## src/rtl/base_onehot_enc.sv

```systemverilog
// ---------------------------------------------------------------------------
// base_onehot_enc
//   Combinational one-hot to binary encoder. Reports the index of the
//   lowest-numbered set bit, plus flags for "no bit set" and "more than one
//   bit set". Index 0 is the highest-priority position. Reusable by any
//   arbiter that needs to turn a grant vector back into an index.
//
// Ports:
//   i_oh     in  [0:ways-1]  one-hot (ideally) input vector
//   o_idx    out [iw-1:0]    index of the lowest-numbered set bit (0 if none)
//   o_none   out 1           no bit of i_oh is set
//   o_multi  out 1           more than one bit of i_oh is set
// ---------------------------------------------------------------------------
module base_onehot_enc #(
    parameter int ways = 4,
    parameter int iw   = (ways > 1) ? $clog2(ways) : 1
) (
    input  logic [0:ways-1] i_oh,
    output logic [iw-1:0]   o_idx,
    output logic            o_none,
    output logic            o_multi
);

    // Scan from the highest index down so the lowest set index wins last.
    always_comb begin
        o_idx  = '0;
        o_none = 1'b1;
        for (int k = ways - 1; k >= 0; k--) begin
            if (i_oh[k]) begin
                o_idx  = iw'(k);
                o_none = 1'b0;
            end else begin
                o_idx  = o_idx;
                o_none = o_none;
            end
        end
    end

    // Clearing the lowest set bit leaves something behind only if two or
    // more bits were set; this holds regardless of bit-ordering direction.
    assign o_multi = ((i_oh & (i_oh - ways'(1))) != '0);

endmodule

```

## src/rtl/base_rsp_route.sv

```systemverilog
// ---------------------------------------------------------------------------
// base_rsp_route
//   Return-path companion to a fixed-priority grant encoder. Each accepted
//   grant records the granted requester index in a small FIFO, in issue
//   order. The shared (possibly multi-beat) response stream is steered to the
//   requester at the FIFO head; the entry is retired on the last beat.
//
// Ports:
//   clk       in   clock
//   reset     in   asynchronous active-high reset
//   i_gnt_v   in   grant event valid
//   i_gnt_r   out  grant accept (outstanding count < depth)
//   i_gnt_oh  in   [0:ways-1] one-hot grant vector
//   i_rsp_v   in   shared response valid
//   i_rsp_r   out  shared response ready
//   i_rsp_d   in   [0:width-1] response data
//   i_rsp_e   in   last beat of a response
//   o_rsp_v   out  [0:ways-1] per-requester response valid (at most one set)
//   o_rsp_r   in   [0:ways-1] per-requester ready
//   o_rsp_d   out  [0:width-1] response data, broadcast
//   o_rsp_e   out  last-beat flag, broadcast
//   o_cnt     out  [0:cw-1] outstanding grant count
//   o_err     out  {bit1: orphan response, bit0: bad grant vector}, pulses
// ---------------------------------------------------------------------------
module base_rsp_route #(
    parameter int ways  = 4,
    parameter int width = 64,
    parameter int depth = 8,
    parameter int iw    = (ways > 1) ? $clog2(ways) : 1,
    parameter int cw    = $clog2(depth + 1)
) (
    input  logic             clk,
    input  logic             reset,
    input  logic             i_gnt_v,
    output logic             i_gnt_r,
    input  logic [0:ways-1]  i_gnt_oh,
    input  logic             i_rsp_v,
    output logic             i_rsp_r,
    input  logic [0:width-1] i_rsp_d,
    input  logic             i_rsp_e,
    output logic [0:ways-1]  o_rsp_v,
    input  logic [0:ways-1]  o_rsp_r,
    output logic [0:width-1] o_rsp_d,
    output logic             o_rsp_e,
    output logic [0:cw-1]    o_cnt,
    output logic [1:0]       o_err
);

    localparam int pw = $clog2(depth);

    logic [iw-1:0] r_fifo [0:depth-1];
    logic [pw-1:0] r_wr_ptr;
    logic [pw-1:0] r_rd_ptr;
    logic [cw-1:0] r_cnt;
    logic [1:0]    r_err;

    logic [iw-1:0] w_idx;
    logic          w_none;
    logic          w_multi;
    logic [iw-1:0] w_head;
    logic          w_nonempty;
    logic          w_push;
    logic          w_pop;

    base_onehot_enc #(
        .ways (ways),
        .iw   (iw)
    ) u_enc (
        .i_oh    (i_gnt_oh),
        .o_idx   (w_idx),
        .o_none  (w_none),
        .o_multi (w_multi)
    );

    assign w_head     = r_fifo[r_rd_ptr];
    assign w_nonempty = (r_cnt != '0);

    // Accept depends only on the registered count, so a same-cycle pop
    // never opens room for a push.
    assign i_gnt_r = (r_cnt != cw'(depth));
    assign w_push  = i_gnt_v & i_gnt_r & ~w_none;

    assign i_rsp_r = w_nonempty & o_rsp_r[w_head];
    assign w_pop   = i_rsp_v & i_rsp_r & i_rsp_e;

    assign o_rsp_d = i_rsp_d;
    assign o_rsp_e = i_rsp_e;
    assign o_cnt   = r_cnt;
    assign o_err   = r_err;

    // Steer the shared valid to the requester owning the head entry.
    always_comb begin
        o_rsp_v = '0;
        for (int k = 0; k < ways; k++) begin
            o_rsp_v[k] = i_rsp_v & w_nonempty & (w_head == iw'(k));
        end
    end

    // Grant FIFO storage: write the encoded index at the tail on push.
    always_ff @(posedge clk or posedge reset) begin
        if (reset) begin
            for (int i = 0; i < depth; i++) begin
                r_fifo[i] <= '0;
            end
        end else if (w_push) begin
            r_fifo[r_wr_ptr] <= w_idx;
        end else begin
            r_fifo[r_wr_ptr] <= r_fifo[r_wr_ptr];
        end
    end

    // Pointers and count; pointers are log2(depth) bits and wrap naturally.
    always_ff @(posedge clk or posedge reset) begin
        if (reset) begin
            r_wr_ptr <= '0;
            r_rd_ptr <= '0;
            r_cnt    <= '0;
        end else begin
            if (w_push) begin
                r_wr_ptr <= r_wr_ptr + pw'(1);
            end else begin
                r_wr_ptr <= r_wr_ptr;
            end
            if (w_pop) begin
                r_rd_ptr <= r_rd_ptr + pw'(1);
            end else begin
                r_rd_ptr <= r_rd_ptr;
            end
            case ({w_push, w_pop})
                2'b10:   r_cnt <= r_cnt + cw'(1);
                2'b01:   r_cnt <= r_cnt - cw'(1);
                default: r_cnt <= r_cnt;
            endcase
        end
    end

    // Error pulses: bad grant vector and response with nothing outstanding;
    // they repeat every cycle the condition holds.
    always_ff @(posedge clk or posedge reset) begin
        if (reset) begin
            r_err <= 2'b00;
        end else begin
            r_err[0] <= i_gnt_v & (w_none | w_multi);
            r_err[1] <= i_rsp_v & ~w_nonempty;
        end
    end

endmodule

```

## config.mk

```make
export PLATFORM = sky130hd
export DESIGN_NAME = base_rsp_route
export DESIGN_NICKNAME = d
export VERILOG_FILES = /design/src/rtl/base_onehot_enc.sv /design/src/rtl/base_rsp_route.sv
export SDC_FILE = /design/constraint.sdc
export NUM_CORES = 1
export LEC_CHECK = 0
export BUFFER_PORTS_ARGS = -buffer_cell sky130_fd_sc_hd__buf_2
export CORE_MARGIN = 3
export CORE_UTILIZATION = 37
export DETAILED_ROUTE_END_ITERATION = 12
export PLACE_DENSITY = 0.77
export SKIP_LAST_GASP = 1
export SYNTH_ARGS = -nofsm -noshare
export SYNTH_HDL_FRONTEND = slang
export SYNTH_HIERARCHICAL = 1
export SYNTH_SLANG_ARGS = --single-unit
```

## constraint.sdc

```tcl
create_clock -name clk -period 3 [get_ports clk]
set_input_delay 0.15 -clock clk [delete_from_list [all_inputs] [get_ports clk]]
set_output_delay 0.15 -clock clk [all_outputs]
set_load 0.005 [all_outputs]
```

==> results of run 1 <==
-- through the flow --
stage	area, sq um	TNS (ns)	std cells
after floorplan	2170	-0.0232	208
after global placement	1930	-0.0345	242
after detailed placement	1930	-0.176	242
after CTS	2020	-0.0546	247
after global routing	2030	-0.136	248
final	2030	-0.00430	248
-- what timing repair did --
item                       4_1_cts  5_1_grt
pin swaps                        4        2
gates resized for setup          4        0
setup endpoints to repair        2        2
setup buffers                    1        1
-- final cells by class --
class                           count  area share, %
Multi-Input combinational cell    101           46.3
Timing Repair Buffer               34           9.50
Tap cell                           72           4.44
Clock inverter                      1           1.48
Inverter                            9           1.67
Sequential cell                    28           34.6
Clock buffer                        3           2.04
-- logic make-up after synthesis --
logic type                 synth area share, %
and+or+nand+nor                           9.70
AOI/OAI and AO/OA                         6.04
adders and majority gates                 3.83
DFF                                       32.5
xor gates and xnor gates                  3.25
muxes                                     19.2
buffers and inverters                     25.4
-- registers in the layout, summed over array words and instances (netlist names) --
signal    flops
o_cnt         4
r_fifo       16
r_rd_ptr      3
r_wr_ptr      3
o_err         2
-- cell usage after synthesis, types with 2 or more instances --
library cell and count:
buf_4 65, dfrtp_1 28, mux2_2 18, inv_1 9, nor2_1 9, xnor2_1 6, a21oi_1 5, ha_1 5
and3_1 4, mux2_4 4, nor2b_1 4, nor3_1 4, clkbuf_1 3, mux2_1 3, nand2_1 3, nand3_1 3
a211oi_1 2, a221oi_1 2, mux2i_1 2, mux4_1 2, mux4_2 2, nand2b_1 2, o21a_1 2, o21ai_0 2
xor2_1 2
-- metal layers --
metal  GRT usage [%]  vias to the layer above
met2            19.5                       55
met4            5.81                        0
met3            3.69                       13
li1                -                      586
met5               0                        -
met1            13.6                      625
-- final timing paths --
check                              endpoint  slack [ns]  depth (start not counted)
worst max-delay path               o_cnt[0]      -0.004                         12
worst min-delay path               o_err[1]        0.09                          2
worst max register to register     o_cnt[0]      -0.004                         12
worst min register to register     o_cnt[0]        0.51                          1
max in group asynchronous       r_rd_ptr[0]        2.18                          2
min in group asynchronous         r_fifo[6]        0.12                          2
-- power by group through the flow --
stage               clock, uW  sequential, uW  combinational, uW
global route              325             878               1420
floorplan                   0             697               1030
finish                    303             838               1270
detailed placement          0             838               1220
global placement            0             830               1160
CTS                       308             832               1270
-- critical path, stage by stage, from the launching register on --
cell and delay, ns:
dfrtp_2 0.50, mux2_4 0.31, mux4_2 0.49, mux4_2 0.46, nand3_2 0.09, inv_2 0.05, ha_4 0.16, ha_4 0.21
a21o_1 0.17, a21oi_2 0.14, xnor2_1 0.13, nor2_1 0.06, xor2_1 0.13
==> summary.md, run 1 <==
| Metric | Value |
|---|---|
| CP Max Fanout | `7` |
| Layout cells sized above 1 | `39.8%` |
| Vias in the first global route | `1329` |
| Status | `finished with violations` |
| Clock root buffer | `clkbuf_8` |
| Post-route minimum period | `3.00 ns` |
| R2r startpoint | `r_rd_ptr[0]` |
| CP Class | `flop to flop` |
| Max Cap Violations | `0` |
| Yosys top cell by area | `dfrtp_1` |
| Largest cells by area after synthesis | `dfrtp_1, buf_4, mux2_2` |
| Violated checks | `setup timing` |
| #FFs+latches synth | `28` |
| Cell variety after synth | `42` |
| Metal2 WL | `1860 microns` |
| Vias per cell | `5.16` |
| Most common flop cell mapped by yosys | `dfrtp_1` |
| Required @ worst endpoint | `3.18 ns` |
| Final setup vio count | `1` |
| GRT Overall Usage | `11.7%` |
| First-pass GRT wire length | `6190 microns` |
| Fill cell count | `557` |
| Post-Synthesis Cells | `208` |
| Post-synth EDFFs | `0` |
| PwrDens | `1190 mW/mm^2` |
| CORE AREA | `0.00557 sq mm` |
| Worst Hold Launch | `i_rsp_v` |
| Worst min path class | `input pin to flop` |
| Via Count | `1279` |
| DIE AREA | `0.00677 sq mm` |
| Register area | `702 sq um` |
| WP data arrival | `3.19 ns` |
| DRT iter0 DRCs | `108` |
| Post-synthesis sequential area ratio | `32.5%` |
| CTS tree | `done` |
| Number of nets in the layout | `260` |
| Post-synth net total | `291` |
| Commonest cells after routing, fill and taps aside | `dfrtp_1, buf_2, mux2_2` |
| Logic gate share of total power | `52.7%` |
| CP Launch Type | `flop` |
| Port bufs | `25` |
| Setup ws final | `-0.00430 ns` |
| CP Launch Point | `r_rd_ptr[0]` |
| Synthesis-to-finish area growth | `-5.87%` |
| Leakage | `0.000917 uW` |
| Pint | `1530 uW` |
| Reg clk slew, reported paths | `0.10 ns` |
| Sink Count | `28` |
| Clock share of power | `12.6%` |
| CTS Hold Bufs | `0` |
| Ys async rst share | `100%` |
| M1 WL | `1520 microns` |
| Fin crit share | `100%` |
| Iteration count of the initial detailed-routing pass | `4` |
| Global route overflow | `0` |
| Detail Route Antenna Nets | `0` |
| Final core utilization | `36.4%` |
| Mean post-synth cell area | `10.4 sq um` |
| Total CTS buffers | `3` |
| WL final | `3750 microns` |
| Post-DP HPWL | `2860 microns` |
| WL per Instance | `15.1 microns` |
| Maximum VDD drop | `0.000424 V` |
| Slew headroom | `29.0%` |
| Final Max Slew Viols | `0` |
| Crit path capture type | `flop` |
| Drt drc | `0` |
| P_sw | `881 uW` |
| Most common cell after layout, fill and taps aside | `dfrtp_1` |
| Highest clock rate | `333 MHz` |
| Cell Rows | `27` |
| Final hold violations | `0` |
| Switching portion of total power | `36.5%` |
| Footprint of the multi-input gates | `938 sq um` |
| Top-area cell type share of the netlist area | `32.5%` |
| Met3 WL | `294 microns` |
| Initial Util | `38.7%` |
| Ys Warns | `6` |
| N_diodes | `0` |
| Sequential share of power | `34.7%` |
| I/O pins | `154` |
| Post-Route Hold Slack | `0.0865 ns` |
| Gpl congestion | `0.886` |
| Initial antenna violation count | `0` |
| Pre-CTS WS | `-0.162 ns` |
| RSZ-0062 raised after global routing | `true` |
| H-tree depth | `1` |
| Total power | `2410 uW` |
| CTS max path bufs | `2` |
| Skew-Pair Late Insertion Delay | `0.28 ns` |
| Die X-Extent | `82.3 microns` |
| Top routing layer in use | `met4` |
| Clock skew | `0.00744 ns` |
| Worst-Margin Slew | `1.06 ns` |
| Post-Syn Area | `0.00215 sq mm` |
| Largest net degree at the start of global routing | `29` |
| Die height | `82.3 microns` |
(Power assumes the default switching activity.)
==> inputs of run 2 (changes only) <==
--- a/config.mk
+++ b/config.mk
@@ -6,6 +6,7 @@
 export NUM_CORES = 1
 export LEC_CHECK = 0
 export BUFFER_PORTS_ARGS = -buffer_cell sky130_fd_sc_hd__buf_2
+export CORE_ASPECT_RATIO = 1.25
 export CORE_MARGIN = 3
 export CORE_UTILIZATION = 37
 export DETAILED_ROUTE_END_ITERATION = 12
==> summary.md, run 2 (synthesis gave the netlist of run 1 again) <==
| Metric | Value |
|---|---|
| Status | `finished with violations` |
| Violated checks | `setup timing` |
| Largest register FFs | `16 (unchanged)` |
| Fin area | `0.00199 sq mm (-2.0%)` |
| WP data arrival | `3.21 ns (+0.02 ns)` |
| Global route overflow | `0 (unchanged)` |
| WL final | `4660 microns (+24%)` |
| DIE AREA | `0.00678 sq mm (about the same)` |
| Vias per cell | `5.71 (+11%)` |
| Slew headroom | `27.2% (-1.7 points)` |
| H-tree depth | `1 (unchanged)` |
| FF-to-FF path depth | `12 (unchanged)` |
| GR peak layer | `met2` |
| Skew-Pair Late Insertion Delay | `0.27 ns (about the same)` |
| Initial antenna violation count | `0 (unchanged)` |
| Detail Route Antenna Nets | `0 (unchanged)` |
| Required @ worst endpoint | `3.17 ns (about the same)` |
| Leakage | `0.000901 uW (-1.8%)` |
| Post-DP HPWL | `3640 microns (+27%)` |
| Flop2flop setup slack | `-0.04 ns (-0.04 ns)` |
| Crit path capture type | `flop` |
| Clock skew | `0.00146 ns (-0.00599 ns)` |
| Footprint of the multi-input gates | `938 sq um (unchanged)` |
| Drt drc | `0 (unchanged)` |
| Sink Count | `28 (unchanged)` |
| First-pass GRT wire length | `7060 microns (+14%)` |
| Gpl congestion | `0.936 (+5.7%)` |
| Worst-Margin Slew | `1.09 ns (+0.0255 ns)` |
| Synthesis-to-finish area growth | `-7.78%` |
| Vias in the first global route | `1315 (-1.1%)` |
| Final hold violations | `0 (unchanged)` |
| Clock root buffer | `clkbuf_8` |
| Worst setup endpoint | `o_cnt[0]` |
| GR Layer Usage met2 | `21.7% (+2.3 points)` |
| CORE AREA | `0.00552 sq mm (-1.0%)` |
| PwrDens | `1180 mW/mm^2 (-0.97%)` |
| Initial Util | `39.0% (+0.39 points)` |
| Setup ws final | `-0.0404 ns (-0.0361 ns)` |
| CTS max path bufs | `2 (unchanged)` |
| Port bufs | `25 (unchanged)` |
| GRT Overall Usage | `13.7% (+2.0 points)` |
| RSZ-0062 raised after global routing | `true` |
| N_diodes | `0 (unchanged)` |
| R2r startpoint | `r_rd_ptr[0]` |
| Most common cell after layout, fill and taps aside | `dfrtp_1` |
| Fin crit share | `101% (+1.2 points)` |
| Area after DPL | `0.00192 sq mm (-0.52%)` |
| Top reg by flops | `r_fifo` |
| Setup Buffers After CTS | `0 (-1)` |
| CP Class | `flop to flop` |
| Post-route minimum period | `3.04 ns (+0.0361 ns)` |
| Die height | `91.3 microns (+11%)` |
| Cell Rows | `30 (+11%)` |
| Maximum VDD drop | `0.000502 V (+18%)` |
| WL per Instance | `19.6 microns (+29%)` |
| Pre-CTS WS | `-0.139 ns (+0.0225 ns)` |
| Routing usage on met1 | `15.3% (+1.6 points)` |
| CP Launch Type | `flop` |
| CP Launch Point | `r_rd_ptr[0]` |
| DRT iter0 DRCs | `44 (-59%)` |
| Met3 Track Usage GR | `4.76% (+1.1 points)` |
| Largest net degree at the start of global routing | `29 (unchanged)` |
| Number of nets in the layout | `258 (-0.77%)` |
| I/O pins | `154 (unchanged)` |
| Register area | `702 sq um (unchanged)` |
| Fill cell count | `522 (-6.3%)` |
| Reg clk slew, reported paths | `0.10 ns (about the same)` |
| CTS tree | `done` |
| Final Max Slew Viols | `0 (unchanged)` |
| Layout cells sized above 1 | `39.1% (-0.69 points)` |
| Highest clock rate | `329 MHz (-1.2%)` |
| Iteration count of the initial detailed-routing pass | `4 (unchanged)` |
| Total CTS buffers | `3 (unchanged)` |
| Max Cap Violations | `0 (unchanged)` |
| Worst min path class | `input pin to flop` |
| Die X-Extent | `74.3 microns (-9.8%)` |
| Final setup vio count | `1 (unchanged)` |
| Via Count | `1358 (+6.2%)` |
| End of the worst register-to-register path | `o_cnt[0]` |
| Commonest cells after routing, fill and taps aside | `dfrtp_1, buf_2, mux2_2` |
| CP Max Fanout | `7 (unchanged)` |
[run 2: cell count changes in the layout (fill, tap and decap cells not counted)]
cell       delta
bufinv_16     -1
clkbuf_8      +1
buf_4         -2
[run 2: worst max-delay path: stages, from the launching register on]
cell,delay (ns)
dfrtp_2,0.50
mux2_4,0.31
mux4_2,0.50
mux4_2,0.49
nand3_2,0.11
inv_2,0.05
ha_4,0.17
ha_4,0.20
a21o_1,0.16
a21oi_2,0.14
xnor2_1,0.12
nor2_1,0.06
xor2_1,0.13
[run 2: repair_timing]
| action | CTS | global route |
|---|---|---|
| hold buffers | 0 | 0 |
| pin swaps | 4 | 1 |
| endpoints found under the setup margin | 2 | 2 |
| gates resized for setup | 4 | 0 |
[run 2: worst min-delay path by stage]
stage	start	to	cells past startpoint	slack, ns
CTS	i_rsp_v	o_err[1]	2	0.1
global route	i_rsp_v	o_err[1]	2	0.10
finish	i_rsp_v	o_err[1]	2	0.09
global placement	i_rsp_d[14]	o_rsp_d[14]	0	0.30
floorplan	reset	o_cnt[0]	1	0.22
detailed placement	i_rsp_d[14]	o_rsp_d[14]	0	0.30
[run 2: layer usage]
metal	routed length (microns)	part of all wire [%]
met5	0	0
met4	280	6.0
met3	509	11
met2	2240	48
met1	1620	35
[run 2: report_power, final]
part	total [uW]	internal (uW)	switching (uW)
registers	850	568	282
logic	1250	743	511
clock network	236	118	119
[run 2: cell type report]
class	instances	area share, %
Multi-Input combinational cell	101	47.2
Tap cell	64	4.03
Timing Repair Buffer	32	8.94
Sequential cell	28	35.3
Clock buffer	4	2.77
Inverter	9	1.70
[run 2: metrics by stage]
step / util (%) / hold slack (ns) / TNS (ns) / instances / power, uW
2_1_floorplan: - / 0.215 / -0.0232 / 208 / 1730
3_3_place_gp: 34.7 / 0.300 / -0.0255 / 234 / 2020
3_5_place_dp: 34.7 / 0.300 / -0.146 / 234 / 2070
4_1_cts: 36.0 / 0.0950 / -0.0656 / 238 / 2340
5_1_grt: 36.0 / 0.101 / -0.177 / 238 / 2510
6_report: 36.0 / 0.0927 / -0.0404 / 238 / 2340
==> inputs of run 3 (changes only) <==
--- a/config.mk
+++ b/config.mk
@@ -10,6 +10,7 @@
 export CORE_MARGIN = 3
 export CORE_UTILIZATION = 37
 export DETAILED_ROUTE_END_ITERATION = 12
+export MAX_ROUTING_LAYER = met4
 export PLACE_DENSITY = 0.77
 export SKIP_LAST_GASP = 1
 export SYNTH_ARGS = -nofsm -noshare
==> summary.md, run 3 (synthesis gave the netlist of run 1 again) <==
| Metric | Value |
|---|---|
| Status | `finished with violations` |
| Violated checks | `setup timing` |
| Detail Route Antenna Nets | `0 (unchanged)` |
| N_diodes | `0 (unchanged)` |
| Placed instance count | `234 (unchanged)` |
| Crit-path cells | `mux2_4 > mux4_2 > mux4_2 > nand3_2 > inv_2 > ha_4 > ha_4 > a21o_1 > a21oi_2 > xnor2_1 > nor2_1 > xor2_1` |
| Largest net degree at the start of global routing | `29 (unchanged)` |
| Vias per cell | `5.68 (-0.44%)` |
| Setup ws final | `-0.0426 ns (-0.00228 ns)` |
| First-pass GRT wire length | `7070 microns (about the same)` |
| CTS max path bufs | `2 (unchanged)` |
| H-tree depth | `1 (unchanged)` |
| Largest stage delay, worst path | `0.50 ns (about the same)` |
| Synthesis-to-finish area growth | `-7.78% (unchanged)` |
| Buffers & Inverters on Critical Path | `1 (unchanged)` |
| Crit path capture type | `flop` |
| DIE AREA | `0.00678 sq mm (unchanged)` |
| WL per Instance | `19.7 microns (+0.56%)` |
| Worst-Margin Slew | `1.09 ns (+0.00328 ns)` |
| WL final | `4680 microns (+0.56%)` |
| RSZ-0062 raised after global routing | `true` |
| Clock root buffer | `clkbuf_8` |
| Port bufs | `25 (unchanged)` |
| Fin crit share | `101% (about the same)` |
| Pint | `1430 uW (about the same)` |
| I/O pins | `154 (unchanged)` |
| Max Cap Violations | `0 (unchanged)` |
| P_sw | `914 uW (+0.23%)` |
| Die height | `91.3 microns (unchanged)` |
| Final Instance Count excl. Fillers | `238 (unchanged)` |
| Clock skew | `0.00172 ns (+0.000261 ns)` |
| Total CTS buffers | `3 (unchanged)` |
| Most common cell after layout, fill and taps aside | `dfrtp_1` |
| Post-route minimum period | `3.04 ns (+0.00228 ns)` |
| Required @ worst endpoint | `3.17 ns (about the same)` |
| Slowest CP cell | `dfrtp_2` |
| Reg clk slew, reported paths | `0.10 ns (about the same)` |
| Sequential share of power | `36.4% (about the same)` |
| Final setup vio count | `1 (unchanged)` |
| CTS Hold Bufs | `0 (unchanged)` |
| Logic gate share of total power | `53.5% (about the same)` |
| Largest register FFs | `16 (unchanged)` |
| Layout cells sized above 1 | `39.1% (unchanged)` |
| Iteration count of the initial detailed-routing pass | `4 (unchanged)` |
| Clock share of power | `10.1% (about the same)` |
| Initial Util | `39.0% (unchanged)` |
| DRT iter0 DRCs | `34 (-23%)` |
| Cell Rows | `30 (unchanged)` |
| Final core utilization | `36.0% (unchanged)` |
| CP Launch Type | `flop` |
| Sink Count | `28 (unchanged)` |
| Leakage | `0.000901 uW (unchanged)` |
| Final hold violations | `0 (unchanged)` |
| Drt drc | `0 (unchanged)` |
| PwrDens | `1180 mW/mm^2 (about the same)` |
| Slew headroom | `27.0% (-0.22 points)` |
| Top reg by flops | `r_fifo` |
| Vias in the first global route | `1314 (-0.076%)` |
| Commonest cells after routing, fill and taps aside | `dfrtp_1, buf_2, mux2_2` |
| WP data arrival | `3.21 ns (about the same)` |
| Maximum VDD drop | `0.000502 V (+0.16%)` |
| Crit path max-delay family | `multiplexers` |
| CP Class | `flop to flop` |
| Post-DP HPWL | `3640 microns (unchanged)` |
| GRT Overall Usage | `14.1% (+0.37 points)` |
| Worst min path class | `input pin to flop` |
| Global route overflow | `0 (unchanged)` |
| Final Max Slew Viols | `0 (unchanged)` |
| Flop2flop setup slack | `-0.04 ns (about the same)` |
| Via Count | `1352 (-0.44%)` |
| CP Max Fanout | `7 (unchanged)` |
| Setup Buffers After CTS | `0 (unchanged)` |
| Initial antenna violation count | `0 (unchanged)` |
| Switching portion of total power | `39.0% (+0.058 points)` |
| CORE AREA | `0.00552 sq mm (unchanged)` |
| Highest clock rate | `329 MHz (about the same)` |
| CTS tree | `done` |
| Skew-Pair Late Insertion Delay | `0.27 ns (about the same)` |
| Number of nets in the layout | `258 (unchanged)` |
| Gpl congestion | `0.953 (+1.8%)` |
| Die X-Extent | `74.3 microns (unchanged)` |
run 3: cell counts in the layout (fill, tap and decap cells not counted):
No cell type changed its count.
run 3: power by group through the flow:
stage / Sequential, uW / Combinational, uW / Clock, uW
CTS: 842 / 1260 / 238
detailed placement: 845 / 1230 / 0
global placement: 835 / 1180 / 0
floorplan: 697 / 1030 / 0
global route: 876 / 1380 / 251
finish: 853 / 1250 / 236
run 3: cell type report:
cell class	count	area, sq um
clock buffers	4	55.1
fillers	522	3530
inverters	9	33.8
multi-input cells	101	938
flip-flops and latches	28	702
well taps	64	80.1
repair buffers	32	178
run 3: worst paths after layout:
| path | startpoint | endpoint | depth (start not counted) |
|---|---|---|---|
| worst max-delay path | r_rd_ptr[0] | o_cnt[0] | 12 |
| worst min-delay path | i_rsp_v | o_err[1] | 2 |
| worst max register to register | r_rd_ptr[0] | o_cnt[0] | 12 |
| worst min register to register | o_cnt[0] | o_cnt[0] | 1 |
| max in group asynchronous | reset | r_rd_ptr[0] | 2 |
| min in group asynchronous | reset | o_cnt[3] | 2 |
run 3: per-layer routing:
| layer | wire [microns] | global-route usage, % |
|---|---|---|
| met1 | 1660 | 15.4 |
| met2 | 2250 | 21.7 |
| met3 | 504 | 4.54 |
| met4 | 274 | 8.61 |
| met5 | 0 | - |
run 3: repair_timing:
| action | 4_1_cts | 5_1_grt |
|---|---|---|
| gates resized for setup | 4 | 0 |
| setup endpoints to repair | 2 | 2 |
| pin swaps | 4 | 1 |
run 3: metrics by stage:
stage	hold WS (ns)	power, uW	area, sq um	TNS [ns]	setup slack (ns)
2_1_floorplan	0.215	1730	2170	-0.0232	-0.0232
3_3_place_gp	0.300	2020	1920	-0.0255	-0.0255
3_5_place_dp	0.300	2070	1920	-0.146	-0.139
4_1_cts	0.0950	2340	1990	-0.0656	-0.0656
5_1_grt	0.101	2510	1990	-0.177	-0.177
6_report	0.0940	2340	1990	-0.0426	-0.0426
